[config.mk]
export PLATFORM = sky130hd
export DESIGN_NAME = addc_mc_flat
export DESIGN_NICKNAME = d
export VERILOG_FILES = /design/src/rtl/addc_mc_pkg.sv /design/src/rtl/addc_mc_if.sv /design/src/rtl/addc_mc_hist.sv /design/src/rtl/addc_mc.sv /design/src/flat_wrapper.sv
export SDC_FILE = /design/constraint.sdc
export NUM_CORES = 1
export LEC_CHECK = 0
export CORE_AREA = 4 4 107 109
export CTS_CLUSTER_DIAMETER = 80
export DETAILED_ROUTE_END_ITERATION = 8
export DIE_AREA = 0 0 111 113
export DONT_BUFFER_PORTS = 1
export GPL_ROUTABILITY_DRIVEN = 0
export PLACE_DENSITY = 0.7
export SLEW_MARGIN = 15
export SYNTH_ARGS = -nofsm -noshare
export SYNTH_HDL_FRONTEND = slang
export SYNTH_HIERARCHICAL = 1
export SYNTH_SLANG_ARGS = --single-unit
[constraint.sdc]
create_clock -name clk -period 2.85 [get_ports clk]
set_input_delay 0.285 -clock clk [delete_from_list [all_inputs] [get_ports clk]]
set_output_delay 0.285 -clock clk [all_outputs]
set_load 0.02 [all_outputs]
[src/rtl/addc_mc_pkg.sv]
// addc_mc_pkg: shared constants, the sign-magnitude conversion helper and the
// stage-1 payload type for the multi-channel DQ+SEZ sign block.
package addc_mc_pkg;

   localparam int DQ_W_DEF  = 16;
   localparam int SEZ_W_DEF = 15;
   localparam int CH_DEF    = 32;
   localparam int CH_W_DEF  = $clog2(CH_DEF);

   // Widest operand the conversion helper accepts; callers cast the result
   // down to their own width.
   localparam int SM_MAX_W  = 32;

   // Sign-magnitude to two's complement. A negative zero yields zero.
   function automatic logic [SM_MAX_W-1:0] sm_to_tc(input logic                neg,
                                                    input logic [SM_MAX_W-1:0] mag);
      return neg ? SM_MAX_W'(-mag) : mag;
   endfunction

   // Stage-1 payload: the summed sample waiting to be resolved into signs.
   typedef struct packed {
      logic                valid;
      logic [CH_W_DEF-1:0] ch;
      logic [DQ_W_DEF-1:0] dqsez;
   } s1_t;

endpackage

[src/rtl/addc_mc_if.sv]
// addc_mc_if: sample input, history clear and result output channels of
// addc_mc. Optional macro ADDC_MC_PKS_EN adds the PKS1/PKS2 result bits.
interface addc_mc_if #(
   parameter int DQ_W  = addc_mc_pkg::DQ_W_DEF,
   parameter int SEZ_W = addc_mc_pkg::SEZ_W_DEF,
   parameter int CH_W  = addc_mc_pkg::CH_W_DEF
);

   logic             in_valid;
   logic             in_ready;
   logic [CH_W-1:0]  in_ch;
   logic [DQ_W-1:0]  DQ;
   logic [SEZ_W-1:0] SEZ;
   logic             clr_valid;
   logic [CH_W-1:0]  clr_ch;
   logic             out_valid;
   logic             out_ready;
   logic [CH_W-1:0]  out_ch;
   logic             PK0;
   logic             PK1;
   logic             PK2;
   logic             SIGPK;
`ifdef ADDC_MC_PKS_EN
   logic             PKS1;
   logic             PKS2;
`endif

   // Producer/consumer side (testbench or upstream logic).
   modport master (
      output in_valid, in_ch, DQ, SEZ, clr_valid, clr_ch, out_ready,
      input  in_ready, out_valid, out_ch, PK0, PK1, PK2, SIGPK
`ifdef ADDC_MC_PKS_EN
      , input PKS1, PKS2
`endif
   );

   // The sign block itself.
   modport slave (
      input  in_valid, in_ch, DQ, SEZ, clr_valid, clr_ch, out_ready,
      output in_ready, out_valid, out_ch, PK0, PK1, PK2, SIGPK
`ifdef ADDC_MC_PKS_EN
      , output PKS1, PKS2
`endif
   );

endinterface

[src/rtl/addc_mc_hist.sv]
// addc_mc_hist: per-channel two-deep PK0 history (hist1 = previous sample,
// hist2 = two back). Combinational read of the channel being loaded; a clear
// overrides an update to the same channel on the same edge.
module addc_mc_hist #(
   parameter int CH   = addc_mc_pkg::CH_DEF,
   parameter int CH_W = $clog2(CH)
) (
   input  logic            clk,
   input  logic            reset,
   input  logic [CH_W-1:0] ch,
   output logic            rd_pk1,
   output logic            rd_pk2,
   input  logic            upd_en,
   input  logic            upd_pk0,
   input  logic            clr_en,
   input  logic [CH_W-1:0] clr_ch
);

   logic [CH-1:0] hist1;
   logic [CH-1:0] hist2;

   assign rd_pk1 = hist1[ch];
   assign rd_pk2 = hist2[ch];

   // Shift the new PK0 into the channel's history, then apply any clear.
   always_ff @(posedge clk) begin
      if (reset) begin
         // NOTE: these are plain flops, not a RAM macro, so a full reset is
         // cheap and guarantees every channel starts with a zero history.
         hist1 <= '0;
         hist2 <= '0;
      end else begin
         if (upd_en) begin
            hist2[ch] <= hist1[ch];
            hist1[ch] <= upd_pk0;
         end
         // NOTE: the clear is written last so that, when it hits the channel
         // just updated, its non-blocking assignment is the one that lands.
         if (clr_en) begin
            hist1[clr_ch] <= 1'b0;
            hist2[clr_ch] <= 1'b0;
         end
      end
   end

endmodule

[src/rtl/addc_mc.sv]
// addc_mc: multi-channel, two-stage pipelined DQ+SEZ sign block for the
// G.726 adaptive predictor. S1 registers DQSEZ and the channel; S2 registers
// PK0, SIGPK, out_ch and the channel's PK1/PK2 history.
// Optional macro ADDC_MC_PKS_EN adds PKS1 = PK0^PK1 and PKS2 = PK0^PK2.
module addc_mc
   import addc_mc_pkg::*;
#(
   parameter int DQ_W  = DQ_W_DEF,
   parameter int SEZ_W = SEZ_W_DEF,
   parameter int CH    = CH_DEF,
   parameter int CH_W  = $clog2(CH)
) (
   input logic      clk,
   input logic      reset,
   addc_mc_if.slave bus
);

   // The S1 payload type is sized by the package defaults.
   if (DQ_W != DQ_W_DEF || CH_W != CH_W_DEF) begin : g_width_chk
      $error("addc_mc: DQ_W/CH_W must match the s1_t payload widths");
   end
   if (SEZ_W >= DQ_W) begin : g_sez_chk
      $error("addc_mc: SEZ_W must be narrower than DQ_W");
   end

   logic            adv;
   logic [DQ_W-1:0] dqi;
   logic [DQ_W-1:0] sezi;
   logic [DQ_W-1:0] dqsez;
   s1_t             s1;
   logic            pk0_new;
   logic            hist_pk1;
   logic            hist_pk2;

   logic            out_valid_q;
   logic [CH_W-1:0] out_ch_q;
   logic            pk0_q;
   logic            pk1_q;
   logic            pk2_q;
   logic            sigpk_q;
`ifdef ADDC_MC_PKS_EN
   logic            pks1_q;
   logic            pks2_q;
`endif

   // The whole pipeline moves together whenever the output slot can take data.
   assign adv          = !out_valid_q || bus.out_ready;
   assign bus.in_ready = adv;

   assign dqi     = DQ_W'(sm_to_tc(bus.DQ[DQ_W-1], SM_MAX_W'(bus.DQ[DQ_W-2:0])));
   assign sezi    = {{(DQ_W-SEZ_W){bus.SEZ[SEZ_W-1]}}, bus.SEZ};
   assign dqsez   = dqi + sezi;
   assign pk0_new = s1.dqsez[DQ_W-1];

   // S1: capture the wrapped sum and channel of the accepted sample.
   always_ff @(posedge clk) begin
      if (reset) begin
         // NOTE: sequential state uses non-blocking assignments so every flop
         // samples pre-edge values regardless of block ordering.
         s1 <= '0;
      end else if (adv) begin
         s1.valid <= bus.in_valid;
         s1.ch    <= bus.in_ch;
         s1.dqsez <= dqsez;
      end
   end

   addc_mc_hist #(
      .CH   (CH),
      .CH_W (CH_W)
   ) u_hist (
      .clk     (clk),
      .reset   (reset),
      .ch      (s1.ch),
      .rd_pk1  (hist_pk1),
      .rd_pk2  (hist_pk2),
      .upd_en  (adv && s1.valid),
      .upd_pk0 (pk0_new),
      .clr_en  (bus.clr_valid),
      .clr_ch  (bus.clr_ch)
   );

   // S2: resolve sign/zero and latch the history seen before this sample.
   always_ff @(posedge clk) begin
      if (reset) begin
         out_valid_q <= 1'b0;
         out_ch_q    <= '0;
         pk0_q       <= 1'b0;
         pk1_q       <= 1'b0;
         pk2_q       <= 1'b0;
         sigpk_q     <= 1'b0;
`ifdef ADDC_MC_PKS_EN
         pks1_q      <= 1'b0;
         pks2_q      <= 1'b0;
`endif
      end else if (adv) begin
         out_valid_q <= s1.valid;
         if (s1.valid) begin
            out_ch_q <= s1.ch;
            pk0_q    <= pk0_new;
            pk1_q    <= hist_pk1;
            pk2_q    <= hist_pk2;
            sigpk_q  <= (s1.dqsez == '0);
`ifdef ADDC_MC_PKS_EN
            pks1_q   <= pk0_new ^ hist_pk1;
            pks2_q   <= pk0_new ^ hist_pk2;
`endif
         end
      end
   end

   assign bus.out_valid = out_valid_q;
   assign bus.out_ch    = out_ch_q;
   assign bus.PK0       = pk0_q;
   assign bus.PK1       = pk1_q;
   assign bus.PK2       = pk2_q;
   assign bus.SIGPK     = sigpk_q;
`ifdef ADDC_MC_PKS_EN
   assign bus.PKS1      = pks1_q;
   assign bus.PKS2      = pks2_q;
`endif

   // Channel indices at or above CH have no history entry.
   a_in_ch: assert property (@(posedge clk) disable iff (reset)
      (bus.in_valid && adv) |-> (32'(bus.in_ch) < CH));
   a_clr_ch: assert property (@(posedge clk) disable iff (reset)
      bus.clr_valid |-> (32'(bus.clr_ch) < CH));

endmodule
[src/flat_wrapper.sv]
// flat-port wrapper written by rule: the top's interface ports become plain ports
module addc_mc_flat import addc_mc_pkg::*;
#(
   parameter int DQ_W  = DQ_W_DEF,
   parameter int SEZ_W = SEZ_W_DEF,
   parameter int CH    = CH_DEF,
   parameter int CH_W  = $clog2(CH)
)
  (clk, reset, bus_in_valid, bus_in_ch, bus_DQ, bus_SEZ, bus_clr_valid, bus_clr_ch, bus_out_ready, bus_in_ready, bus_out_valid, bus_out_ch, bus_PK0, bus_PK1, bus_PK2, bus_SIGPK);
  addc_mc_if #(.DQ_W(DQ_W), .SEZ_W(SEZ_W), .CH_W(CH_W)) bus_i ();
  input logic clk;
  input logic reset;
  input wire logic [$bits(bus_i.in_valid)-1:0] bus_in_valid;
  input wire logic [$bits(bus_i.in_ch)-1:0] bus_in_ch;
  input wire logic [$bits(bus_i.DQ)-1:0] bus_DQ;
  input wire logic [$bits(bus_i.SEZ)-1:0] bus_SEZ;
  input wire logic [$bits(bus_i.clr_valid)-1:0] bus_clr_valid;
  input wire logic [$bits(bus_i.clr_ch)-1:0] bus_clr_ch;
  input wire logic [$bits(bus_i.out_ready)-1:0] bus_out_ready;
  output wire logic [$bits(bus_i.in_ready)-1:0] bus_in_ready;
  output wire logic [$bits(bus_i.out_valid)-1:0] bus_out_valid;
  output wire logic [$bits(bus_i.out_ch)-1:0] bus_out_ch;
  output wire logic [$bits(bus_i.PK0)-1:0] bus_PK0;
  output wire logic [$bits(bus_i.PK1)-1:0] bus_PK1;
  output wire logic [$bits(bus_i.PK2)-1:0] bus_PK2;
  output wire logic [$bits(bus_i.SIGPK)-1:0] bus_SIGPK;
  assign bus_i.in_valid = bus_in_valid;
  assign bus_i.in_ch = bus_in_ch;
  assign bus_i.DQ = bus_DQ;
  assign bus_i.SEZ = bus_SEZ;
  assign bus_i.clr_valid = bus_clr_valid;
  assign bus_i.clr_ch = bus_clr_ch;
  assign bus_i.out_ready = bus_out_ready;
  assign bus_in_ready = bus_i.in_ready;
  assign bus_out_valid = bus_i.out_valid;
  assign bus_out_ch = bus_i.out_ch;
  assign bus_PK0 = bus_i.PK0;
  assign bus_PK1 = bus_i.PK1;
  assign bus_PK2 = bus_i.PK2;
  assign bus_SIGPK = bus_i.SIGPK;
  addc_mc #(.DQ_W(DQ_W), .SEZ_W(SEZ_W), .CH(CH), .CH_W(CH_W)) u_core (.clk(clk), .reset(reset), .bus(bus_i));
endmodule
Word-level counts from Yosys, hierarchy flattened
Cells that the tools add are included.
Widths: inputs -> output; s select.

operators by class
  bitwise gates (word level) = 3
  order comparisons = 4
  muxes and demuxes = 17
  add/sub/neg operators = 2
  reductions and logical operators = 7

operators with widths
  cell                number
  $mux 32             6
  $and 32x32->32      2
  $bwmux 32           2
  $not 32->32         1
  $add 16x16->16      1
  $logic_not 16->1    1
  $mux 16             1
  $neg 15->16         1
  $lt 5x6->1 const B  2
  $bmux 1 s5          2
  $demux 1 s5         2
  $ge 5x1->1 const B  2
  $mux 1              4
  $logic_and 1x1->1   3
  $reduce_and 2->1    1
  $logic_not 1->1     1
  $logic_or 1x1->1    1

storage, ports and cells
  register bits = 96
  input bits = 46
  logic and storage cells = 44
  output and inout bits = 11

Depth between registers and ports, before layout
  depth after elaboration = 9
  depth in mapped cells = 15
  gate-level depth less buffers = 15

Modules after synthesis
Netlist, hierarchy kept.

by module, submodules not included
  module        seq. area each (µm²)  times used  area an instance (µm²)  cells an instance
  addc_mc_hist  1281.2                1           3402.0                  386
  addc_mc       640.6                 1           2089.5                  261

Worst setup path before layout
No wires, ideal clock.

  kind = input port to flip-flop
  start = in bus_DQ[1]
  end = reg u_core/s1[14] (netlist name)
  data required time = 2718 ps
  setup time = 132 ps
  arrival time = 2776 ps
  stages = 12
  setup slack = -58 ps
  cells stage by stage = or3_1 > or3b_1 > o21ai_0 > xnor2_1 > ha_1 > a21o_1 > a21o_1 > a21oi_1 > o21ai_0 > or3_1 > nand3_1 > a21oi_1

between the ends
  cells in the longest elaborated chain, start to end = 3

RTL lines
  element             RTL line            source
  start: declaration  flat_wrapper.sv:15  input wire logic [$bits(bus_i.DQ)-1:0] bus_DQ;
  $neg 15->16         addc_mc_pkg.sv:17   return neg ? SM_MAX_W'(-mag) : mag;
  $mux 16 (*)         addc_mc_pkg.sv:17
  $add 16x16->16 (*)  addc_mc.sv:52       assign dqsez = dqi + sezi;
  end: declaration    addc_mc.sv:30       s1_t s1;

Mark *: on every way between the ends. The rest lies on a longest branch, timed or not.
A chain may end at the register's enable or synchronous reset.

Worst setup path after layout
  start = in bus_DQ[1]
  end = reg u_core.s1, in the netlist u_core/pk0_new

Same word-level chain as after synthesis.

==> qor.yml <==
route:
  detailroute.via_count: 4725
  drc: 0
  drt_wl_total_um: 14050
  ant_nets: 0
  drt_first_pass_iters: 7
  drt_iter0_markers: 329
  vias_per_cell: 5.936
  avgRoutedWirePerCell_um: 17.65
finish:
  drive_above_1_share_pct: 12.35
  regArea_um2: 1922
  insertedDiodeCount: 0
  final_cell_area_um2: 5946
  areaGrowthSynthToFinish_pct: 8.271
  fill_cells: 955
  multi_input_area_um2: 3397
  nets: 717
setup_path:
  critical-path-max-stage-delay_ns: 0.33
  critPathTopFamily: "compound AO/OA/AOI/OAI gates"
  slowest_stage: "or2_2"
  r2r_slack_ns: 0.27
  ff2ff_path_depth: 7
  cp_cell_sequence: "inv_1, ha_1, nand2b_1, nand2b_1, or2_2, o41ai_2, xnor2_1, ha_1, a21oi_1, o211ai_1, a41o_1, a221oi_2, xnor2_1, a211oi_2"
  crit_buf_inv: 1
  r2r_end: "u_core/u_hist/hist2[31]"
  worst-setup-path-type: "input port to flop"
  crit_path_max_fanout: 4
  rr_startpoint: "u_core/s1[16]"
  arrival_ns: 2.96
  required_ns: 3.14
  endpoint_kind: "flop"
  start_kind: "input port"
outcome:
  status: "complete, no violations"
sta:
  fin_crit_sh_pct: 93.92
  clock.fmax_ghz: 0.3736
  final_hold_viol_count: 0
  maxSlewHeadroom_pct: 43.35
  period_needed_ns: 2.677
  worst_slew_pin_slew_ns: 0.8479
  maxSlewViolCount: 0
  setup_viol: 0
  clock_skew_ns: 0.01117
  rsz0062_at_grt: "false"
floorplan:
  die_w_um: 111
  die_area_um2: 12540
  io_pins: 57
  coreArea_um2: 10600
  rows: 38
  initial_core_util_pct: 51.79
  die_y_um: 113
worst_hold_path:
  hold_class: "input port to flop"
  min_to: "u_core/s1[17]"
  worstHoldStart: "bus_in_ch[1]"
  holdPathStages: 2
logic_synthesis:
  synth-adder-area-share_pct: 4.694
  synth_cell_types: 61
  synth_mux_area_share_pct: 10.14
  synth_area_leaders: "dfxtp_1, nand2_1, mux4_2"
  yosysSeqAreaShare_pct: 35.00
  synth_edf_count: 0
  syn-num-nets: 713
  synth_compound_area_share_pct: 21.80
  ys_ff_latch: 96
  synth_top_area_share_pct: 35.00
  synth-simple-area-share_pct: 20.80
  synth_top_family_by_area: "compound AO/OA/AOI/OAI gates"
  synth_xor_area_share_pct: 4.147
  yosys_warnings: 6
  ys.flop_type: "dfxtp_1"
  synthCells: 647
  async_flop_share_pct: 0
  syn_area_per_cell_um2: 8.488
  syn_area_um2: 5492
  synth_area_leader_cell: "dfxtp_1"
clock_tree:
  clockBufferDepth: 2
  ctsResizeCount: 0
  cts_buffers: 9
  numClockSinks: 96
  tritoncts: "built"
  clock_latency_ns: 0.37
  path_clk_slew_ns: 0.09
  htreeDepth: 3
  root_buffer: "clkbuf_8"
place:
  place_hpwl_um: 10200
  io_buffers: 0
  placed_area_um2: 5737
global_routing:
  grt-ovfl-total: 0
  grt_pass1_wl_um: 23050
  grt_pass1_vias: 4715
  grt_max_degree: 37
  grt_util_all_layers_pct: 22.31
  antenna_found_initial: 0
power_and_ir_drop:
  power_density_nw_per_um2: 489.0
  ir_worst_vdd_v: 0.0002135
  p_leak_nw: 2.194
  total_power_mw: 2.908
flow_run:
  drv_cap: 0
-- power breakdown --
part | switching, mW | leakage (nW) | internal, mW
logic | 0.320 | 1.33 | 0.257
registers | 0.0531 | 0.780 | 1.40
clock network | 0.476 | 0.0856 | 0.405
total | 0.849 | 2.19 | 2.06
-- worst register-to-register path, cell delays in order (launching register included) --
cell      delay (ns)
dfxtp_1         0.85
buf_12          0.23
inv_1           0.11
a311o_1         0.36
a311oi_4        0.40
nor2_2          0.11
buf_4           0.23
a211oi_1        0.20
-- registers in the layout, summed over array words and instances, names as in the netlist --
name                  flops
u_core/pk0_new            1
u_core/s1                21
u_core/bus.PK0            1
u_core/bus.out_ch         5
u_core/bus.SIGPK          1
u_core/bus.PK2            1
u_core/bus.out_valid      1
u_core/u_hist/hist2      32
u_core/u_hist/hist1      32
u_core/bus.PK1            1
-- repair_timing --
| item | in CTS | in global routing |
|---|---|---|
| endpoints found under the hold margin | 33 | 0 |
| buffers inserted | 0 | 0 |
| hold buffers | 1 | 0 |
-- routing by layer --
layer  wire (um)  GRT usage (%)  up-vias
met5           0              0        -
met3        1044          4.278       20
li1            -              -     2327
met4         283          7.882        0
met1        5893          27.41     2223
met2        6826          39.20      155
-- cells by family (layout without fill, tap and decap cells) --
logic type,after synthesis,after routing
buffers and inverters,41,50
XOR/XNOR,26,26
AO/OA/AOI/OAI,176,176
adder cells (fa/ha/maj),20,20
AND/OR/NAND/NOR,250,250
flip-flops,96,96
multiplexers,38,38
-- stage by stage --
stage | worst slack, ns | instances | util, % | setup TNS [ns] | hold slack, ns
3_3_place_gp | 0.01274 | 779 | 54.11 | 0 | 0.3654
4_1_cts | 0.2457 | 796 | 56.08 | 0 | 0.03550
5_1_grt | 0.07039 | 796 | 56.08 | 0 | 0.03517
3_5_place_dp | -0.1314 | 779 | 54.11 | -0.3853 | 0.3670
6_report | 0.1733 | 796 | 56.08 | 0 | 0.05299
2_1_floorplan | 0.02516 | 647 | - | 0 | 0.4255
-- placed cells by master, fill, tap and decap left out, types with 11 or more instances in the layout --
master	Yosys	routed
nor3_1	22	22
nand3_1	11	11
a21o_1	20	20
mux2i_1	23	23
a21oi_1	62	62
mux4_2	14	14
nand2_1	89	89
xnor2_1	19	19
o21ai_0	27	26
a211oi_1	17	17
o21bai_1	15	15
buf_4	6	23
dfxtp_1	96	96
ha_1	19	19
nor2_1	77	77
-- cells in the mapped netlist (5+ instances only) --
| library cell | count |
|---|---|
| a211oi_1 | 17 |
| a211oi_2 | 9 |
| a21o_1 | 20 |
| a21oi_1 | 62 |
| buf_4 | 6 |
| clkbuf_1 | 20 |
| dfxtp_1 | 96 |
| ha_1 | 19 |
| inv_1 | 6 |
| mux2i_1 | 23 |
| mux4_2 | 14 |
| nand2_1 | 89 |
| nand2b_1 | 5 |
| nand3_1 | 11 |
| nand3b_1 | 6 |
| nor2_1 | 77 |
| nor2b_1 | 7 |
| nor3_1 | 22 |
| nor4_1 | 5 |
| o21ai_0 | 27 |
| o21bai_1 | 15 |
| xnor2_1 | 19 |
| xor2_1 | 7 |
-- worst max-delay path by stage --
stage                          from              to  slack, ns  cells past startpoint
after CTS                 bus_DQ[1]  u_core/pk0_new       0.25                     14
after detailed placement  bus_DQ[1]  u_core/pk0_new      -0.13                     14
after floorplan           bus_DQ[1]   u_core/s1[12]       0.03                     12
after global placement    bus_DQ[1]  u_core/pk0_new       0.01                     14
final                     bus_DQ[1]  u_core/pk0_new       0.17                     14
after global routing      bus_DQ[1]   u_core/s1[12]       0.07                     12
-- cell type report --
cell class | instances | share of cell area [%]
clock inverter | 5 | 0.9680
multi-input combinational | 510 | 57.13
tap | 140 | 2.946
timing repair buffer | 26 | 3.914
inverter | 8 | 0.5051
clock buffer | 11 | 2.210
sequential | 96 | 32.32
No activity file was read; power rests on OpenSTA's default activity.
